<file path="config.mk">
export PLATFORM = sky130hd
export DESIGN_NAME = xup_piso_serializer
export DESIGN_NICKNAME = d
export VERILOG_FILES = /design/src/rtl/xup_piso_serializer_pkg.sv /design/src/rtl/xup_bit_counter.sv /design/src/rtl/xup_piso_serializer.sv
export SDC_FILE = /design/constraint.sdc
export NUM_CORES = 1
export LEC_CHECK = 0
export CORE_MARGIN = 4
export CORE_UTILIZATION = 45
export CTS_BUF_LIST = sky130_fd_sc_hd__clkbuf_4
export DETAILED_ROUTE_END_ITERATION = 10
export GPL_TIMING_DRIVEN = 0
export PLACE_DENSITY = 0.74
export SYNTH_ARGS = -nofsm -noshare
export SYNTH_HDL_FRONTEND = slang
export SYNTH_SLANG_ARGS = --single-unit
</file>
<file path="constraint.sdc">
create_clock -name clk -period 2.85 [get_ports clk]
set_input_delay 0.7125 -clock clk [delete_from_list [all_inputs] [get_ports clk]]
set_output_delay 0.7125 -clock clk [all_outputs]
set_load 0.03 [all_outputs]
</file>
<file path="src/rtl/xup_piso_serializer_pkg.sv">
// Shared definitions for XUP sequential blocks: FSM state encoding and a
// constant ceiling-log2 helper used to size counters.
package xup_piso_serializer_pkg;

  typedef enum logic {
    ST_IDLE  = 1'b0,
    ST_SHIFT = 1'b1
  } state_e;

  // Ceiling log2, clamped to at least 1 so a counter always has one bit.
  function automatic int unsigned clog2(input int unsigned value);
    int unsigned result;
    int unsigned rem;
    result = 0;
    rem    = (value > 0) ? value - 1 : 0;
    for (int i = 0; i < 32; i++) begin
      if (rem != 0) begin
        result = result + 1;
        rem    = rem >> 1;
      end
    end
    if (result == 0) result = 1;
    return result;
  endfunction

endpackage

</file>
<file path="src/rtl/xup_bit_counter.sv">
// Frame bit counter: counts enabled ticks from 0 to SIZE-1 and flags the last
// position. Shared with the companion deserializer.
module xup_bit_counter
  import xup_piso_serializer_pkg::*;
#(
  parameter int unsigned SIZE  = 8,
  localparam int unsigned CNT_W = clog2(SIZE)
) (
  input  logic             clk,
  input  logic             reset_n,
  input  logic             clear,
  input  logic             en,
  output logic [CNT_W-1:0] count,
  output logic             last
);

  logic [CNT_W-1:0] count_q;
  logic [CNT_W-1:0] count_d;

  // Clear has priority so a frame boundary never lets the count run past SIZE-1.
  always_comb begin
    count_d = count_q;
    if (clear) begin
      count_d = '0;
    end else if (en) begin
      count_d = count_q + CNT_W'(1);
    end
  end

  always_ff @(posedge clk or negedge reset_n) begin
    if (!reset_n) begin
      count_q <= '0;
    end else begin
      count_q <= count_d;
    end
  end

  assign count = count_q;
  assign last  = (count_q == CNT_W'(SIZE - 1));

endmodule

</file>
<file path="src/rtl/xup_piso_serializer.sv">
// Parallel-in serial-out converter: accepts a SIZE-bit word over valid/ready
// and shifts it out one bit per ce-qualified clock, with gapless reload.
module xup_piso_serializer
  import xup_piso_serializer_pkg::*;
#(
  parameter int unsigned SIZE      = 8,
  parameter int          DELAY     = 3,
  parameter bit          MSB_FIRST = 1'b1
) (
  input  logic            clk,
  input  logic            reset_n,
  input  logic [SIZE-1:0] din,
  input  logic            load_valid,
  output logic            load_ready,
  input  logic            ce,
  output logic            sout,
  output logic            sout_valid,
  output logic            frame_start,
  output logic            frame_end,
  output logic            busy
);

  localparam int unsigned CNT_W = clog2(SIZE);

  // DELAY only shapes simulation timing elsewhere; here it is just range-checked.
  if (SIZE < 2 || SIZE > 32) begin : g_bad_size
    $error("xup_piso_serializer: SIZE must be in 2..32");
  end
  if (DELAY < 0) begin : g_bad_delay
    $error("xup_piso_serializer: DELAY must be non-negative");
  end

  state_e            state_q;
  state_e            state_d;
  logic [SIZE-1:0]   shreg_q;
  logic [SIZE-1:0]   shreg_d;
  logic [CNT_W-1:0]  count;
  logic              last;
  logic              accept;
  logic              bit_tick;
  logic              frame_done;

  assign bit_tick   = (state_q == ST_SHIFT) && ce;
  assign frame_done = bit_tick && last;
  assign accept     = load_valid && load_ready;

  xup_bit_counter #(
    .SIZE (SIZE)
  ) u_bit_counter (
    .clk     (clk),
    .reset_n (reset_n),
    .clear   (accept || frame_done),
    .en      (bit_tick),
    .count   (count),
    .last    (last)
  );

  always_ff @(posedge clk or negedge reset_n) begin
    if (!reset_n) begin
      state_q <= ST_IDLE;
    end else begin
      state_q <= state_d;
    end
  end

  // A reload on the last bit keeps the FSM in SHIFT for a gapless next frame.
  always_comb begin
    state_d = state_q;
    case (state_q)
      ST_IDLE:  if (accept) state_d = ST_SHIFT;
      ST_SHIFT: if (frame_done && !accept) state_d = ST_IDLE;
      default:  state_d = ST_IDLE;
    endcase
  end

  // Ready is withheld during reset so nothing is handed over while held.
  always_comb begin
    load_ready  = 1'b0;
    sout        = 1'b0;
    sout_valid  = 1'b0;
    frame_start = 1'b0;
    frame_end   = 1'b0;
    case (state_q)
      ST_IDLE: begin
        load_ready = reset_n;
      end
      ST_SHIFT: begin
        sout_valid  = 1'b1;
        sout        = MSB_FIRST ? shreg_q[SIZE-1] : shreg_q[0];
        frame_start = (count == '0);
        frame_end   = last;
        load_ready  = reset_n && last && ce;
      end
      default: begin
        load_ready = 1'b0;
      end
    endcase
  end

  assign busy = sout_valid;

  // Shift toward the output end with zero fill; a load overrides the shift.
  always_comb begin
    shreg_d = shreg_q;
    if (accept) begin
      shreg_d = din;
    end else if (bit_tick) begin
      shreg_d = MSB_FIRST ? (shreg_q << 1) : (shreg_q >> 1);
    end
  end

  always_ff @(posedge clk or negedge reset_n) begin
    if (!reset_n) begin
      shreg_q <= '0;
    end else begin
      shreg_q <= shreg_d;
    end
  end

endmodule
</file>
Word-level counts from Yosys, hierarchy flattened:

Cells that the tools add are included.

* register bits: 12
* bits of input ports: 12
* output and inout bits: 6
* word-level logic and storage cells: 29

* add/subtract/negate cells: 1
* eq/ne operators: 1
* multiplexer cells: 12
* bitwise logic cells: 1
* reductions and logical operators: 11

Operators with widths (number)
* 2-to-1 mux 8 bit: 2
* logical AND 1 bit: 6
* 2-to-1 mux 1 bit: 6
* 2-to-1 mux 3 bit: 2
* one-hot mux 1 bit (2 select lines): 2
* nonzero test 2 bit: 2
* adder 3 x 1 -> 3 bit, second input constant: 1
* equality test 3 bit, second input constant: 1
* logical NOT 3 bit: 1
* logical NOT 1 bit: 1
* logical OR 1 bit: 1
* inverter 1 bit: 1

Depth between registers and ports, before layout:

* word-level depth: 9
* gate-level depth with buffers: 6
* mapped depth without buffers: 5

Hierarchy:

Synthesis repeated with hierarchy kept, for this count alone.

* cell total of the unflattened synthesis: 50
* area, all modules: 651.9 sq um

Modules (own cells, without submodules)
* xup_piso_serializer: instances 1, cells each 39, area each 511.7 sq um, sequential area each 225.2 sq um
* xup_bit_counter: instances 1, cells each 11, area each 140.1 sq um, sequential area each 75.1 sq um

Worst setup path after synthesis:

Ideal clock, no wire load.

* kind: reg-to-output
* from: register u_bit_counter.count_q[0] (netlist: u_bit_counter.count[0])
* to: output load_ready
* arrival: 1.258 ns
* data required time: 2.138 ns
* path slack: 0.879 ns
* cell stages (with the launch flop): 5
* buffers on the path: 0
* cells stage by stage: dfrtp_1 > ha_1 > ha_1 > a21bo_2 > and2_1

* word-level cells in the longest chain between the ends: 4

RTL lines
* start: declaration: line xup_bit_counter.sv:17 `logic [CNT_W-1:0] count_q;`
* start signal: assignment: line xup_bit_counter.sv:34 `count_q <= count_d;`
* equality test 3 bit: line xup_bit_counter.sv:39 `assign last = (count_q == CNT_W'(SIZE - 1));`
* logical AND 1 bit (2 in series): line xup_piso_serializer.sv:92 `load_ready = reset_n && last && ce;`
* one-hot mux 1 bit (2 select lines): line xup_piso_serializer.sv:83 `case (state_q)`
* end: declaration: line xup_piso_serializer.sv:14 `output logic load_ready,`

Every way passes these cells.

Worst setup path in the final report:

* from: register u_bit_counter.count_q[0] (netlist: u_bit_counter.count[0])
* to: output frame_end

* word-level cells in the longest chain between the ends: 2

RTL lines
* equality test 3 bit: line xup_bit_counter.sv:39
* 2-to-1 mux 1 bit: line xup_piso_serializer.sv:83
* end: declaration: line xup_piso_serializer.sv:19 `output logic frame_end,`

Every way passes these cells.

==> flow_summary.json <==
{
  "finalHoldViolCount": 0,
  "multiInputGateArea_um2": 352,
  "ys_seq_area_frac": 0.433,
  "fin_nets": 93,
  "worst_slack_ns": 0.227,
  "track_usage": 0.130,
  "synthMostInstantiatedCell": "dfrtp_1",
  "hpwlAfterDp_um": 890,
  "clkLatencyLatePin_ns": 0.27,
  "grt_pass1_wl_um": 2020,
  "syn_nets": 71,
  "placed_cells": 88,
  "grt_max_degree": 15,
  "tightestPinTransition_ns": 0.565,
  "initial_core_util": 0.501,
  "tns_ns": 0,
  "placed_area_um2": 882,
  "ys_top_cells_by_count": "dfrtp_1, mux2_1, mux2_4, nand2_1",
  "synth_ff_type": "dfrtp_1",
  "max_slew_margin": 0.624,
  "drtPass1Iterations": 3,
  "setup_viol": 0,
  "fp.dieW_um": 47.2,
  "die_area_um2": 2230,
  "synth_edf_count": 0,
  "finalWirelength_um": 1180,
  "grt_pass1_vias": 480,
  "crit_required_ns": 2.14,
  "n_antenna_cell": 0,
  "drv_slew": 0,
  "worstSetupPathType": "reg2out",
  "syn_area_um2": 693,
  "cts_sinks": 12,
  "wl_per_cell_um": 12.8,
  "synthCells": 56,
  "max_freq_mhz": 381,
  "leakage_nw": 0.442,
  "final_cells": 92,
  "layout.area.seq_um2": 300,
  "total_power_mw": 0.706,
  "ir_drop_mv": 0.444,
  "max-cap-violations": 0,
  "vias": 463,
  "viasPerCell": 5.03,
  "synthArstFlopShare": 1.00,
  "final_layout_size_suffix_gt1_frac": 0.221,
  "fillCellCount": 114,
  "rows": 13,
  "numCtsBuffers": 3,
  "r2r-end": "shreg_q[1]$_DFFE_PN0P_",
  "cp-endpoint": "frame_end",
  "netlist.area_leader.share": 0.433,
  "status": "finished clean",
  "cts_root_buffer": "clkbuf_4",
  "gr-total-overflow": 0,
  "port_buffers": 17,
  "ys_seq_elements": 12,
  "area_growth_pct": 30.9,
  "cp-end-kind": "output pin",
  "worstPathArrival_ns": 1.91,
  "startpoint": "u_bit_counter.count[0]$_DFFE_PN0P_",
  "htree_levels": 1,
  "ff2ff_setup_slack_ns": 1.05,
  "cts_tree": "yes",
  "die_h_um": 47.2,
  "coreArea_um2": 1380,
  "clk_pin_slew_worst_paths_ns": 0.08,
  "synth_top_area_cell": "dfrtp_1",
  "synth_area_leaders": "dfrtp_1, mux2_4, mux2_1",
  "drtIter0Drc": 5,
  "dp_slack_ns": -0.342,
  "cts_buffer_depth": 2,
  "synth_cell_types": 16,
  "hold_path_class": "in2async",
  "timing.final.crit_share": 0.920,
  "p_per_area_nw_per_um2": 779,
  "gp_congestion": 0.705,
  "start_kind": "register",
  "cts_setup_buffers": 0,
  "crit_fanout": 5,
  "clock_skew_ns": 0.00829,
  "fin_crit_ns": 2.62,
  "syn-mean-instance-area_um2": 12.4,
  "worst_r2r_path_depth": 6,
  "drtAntennaViolNets": 0,
  "r2r-start": "u_bit_counter.count[0]$_DFFE_PN0P_",
  "final_area_um2": 907,
  "rsz0062_at_grt": "no",
  "io_pins": 18,
  "antenna_found_initial": 0,
  "drc": 0,
  "ys_warn_count": 0
}
-- power breakdown --
part | switching [mW] | internal, mW | total [mW]
clock | 0.0555 | 0.0507 | 0.106
combinational | 0.145 | 0.185 | 0.331
sequential | 0.0405 | 0.229 | 0.269
total | 0.241 | 0.465 | 0.706
-- worst max-delay path, cell delays in order, from the launching register on --
cell             delay (ns)
dfrtp_1                0.41
ha_1                   0.21
ha_1                   0.23
and2_2                 0.20
clkdlybuf4s50_1        0.58
-- routing by layer --
| metal | part of all wire | GRT usage | vias up |
|---|---|---|---|
| met4 | 0.0068 | 0.0331 | 0 |
| met2 | 0.50 | 0.233 | 16 |
| met3 | 0.066 | 0.0575 | 2 |
| met1 | 0.43 | 0.138 | 216 |
| li1 | - | - | 229 |
| met5 | 0 | 0 | - |
-- kinds of logic (layout without fill, tap and decap cells) --
group,count (synthesis),count (layout),share of synthesized area
mux,16,16,0.294
buf+inv,6,27,0.0596
simple gates,16,16,0.130
compound gates,3,3,0.0289
fa+ha+maj,3,3,0.0542
flops,12,12,0.433
-- cell usage in the layout, fill, tap and decap left out --
cell type / synthesis / layout
nand2_1: 7 / 7
ha_1: 3 / 3
clkinv_1: 0 / 1
nand4b_1: 2 / 2
clkdlybuf4s50_1: 0 / 15
nor2_1: 3 / 3
and2_1: 1 / 1
buf_6: 2 / 2
mux2_1: 7 / 7
dlygate4sd2_1: 0 / 1
a21bo_2: 1 / 1
nor2b_4: 1 / 1
clkbuf_4: 0 / 3
mux2_4: 7 / 7
dfrtp_1: 12 / 12
and2_2: 2 / 2
clkdlybuf4s15_1: 0 / 1
inv_1: 3 / 3
mux2i_1: 2 / 2
a21oi_1: 2 / 2
buf_4: 1 / 1
-- state kept, by name (all words and copies together), names as in the netlist --
register / cells
shreg_q: 8
u_bit_counter.count: 3
state_q: 1
-- per-stage QoR --
stage / util / hold WS [ns]
after global placement: 0.638 / 0.520
final: 0.656 / 0.499
after global routing: 0.656 / 0.537
after CTS: 0.656 / 0.511
after floorplan: - / 0.417
after detailed placement: 0.638 / 0.534
-- layout make-up --
type,instances,area share
plain buffers,3,0.0331
clock buffers,3,0.0248
clock inverters,1,0.00414
inverters,3,0.0124
multi-input cells,38,0.388
flip-flops and latches,12,0.331
well taps,15,0.0207
repair buffers,17,0.186
-- worst min-delay path by stage --
stage | startpoint | endpoint | slack, ns
floorplan | reset_n | shreg_q[0]$_DFFE_PN0P_ | 0.42
global placement | shreg_q[0]$_DFFE_PN0P_ | shreg_q[0]$_DFFE_PN0P_ | 0.52
global route | reset_n | u_bit_counter.count[2]$_DFFE_PN0P_ | 0.54
detailed placement | shreg_q[0]$_DFFE_PN0P_ | shreg_q[0]$_DFFE_PN0P_ | 0.53
CTS | reset_n | shreg_q[7]$_DFFE_PN0P_ | 0.51
finish | reset_n | shreg_q[6]$_DFFE_PN0P_ | 0.50
-- what timing repair did --
| action | 4_1_cts | 5_1_grt |
|---|---|---|
| endpoints found under the hold margin | 0 | 0 |
| gates resized for setup | 3 | 0 |
| hold buffers | 0 | 0 |
| endpoints found under the setup margin | 1 | 0 |
Power figures use the tool's default switching activity.
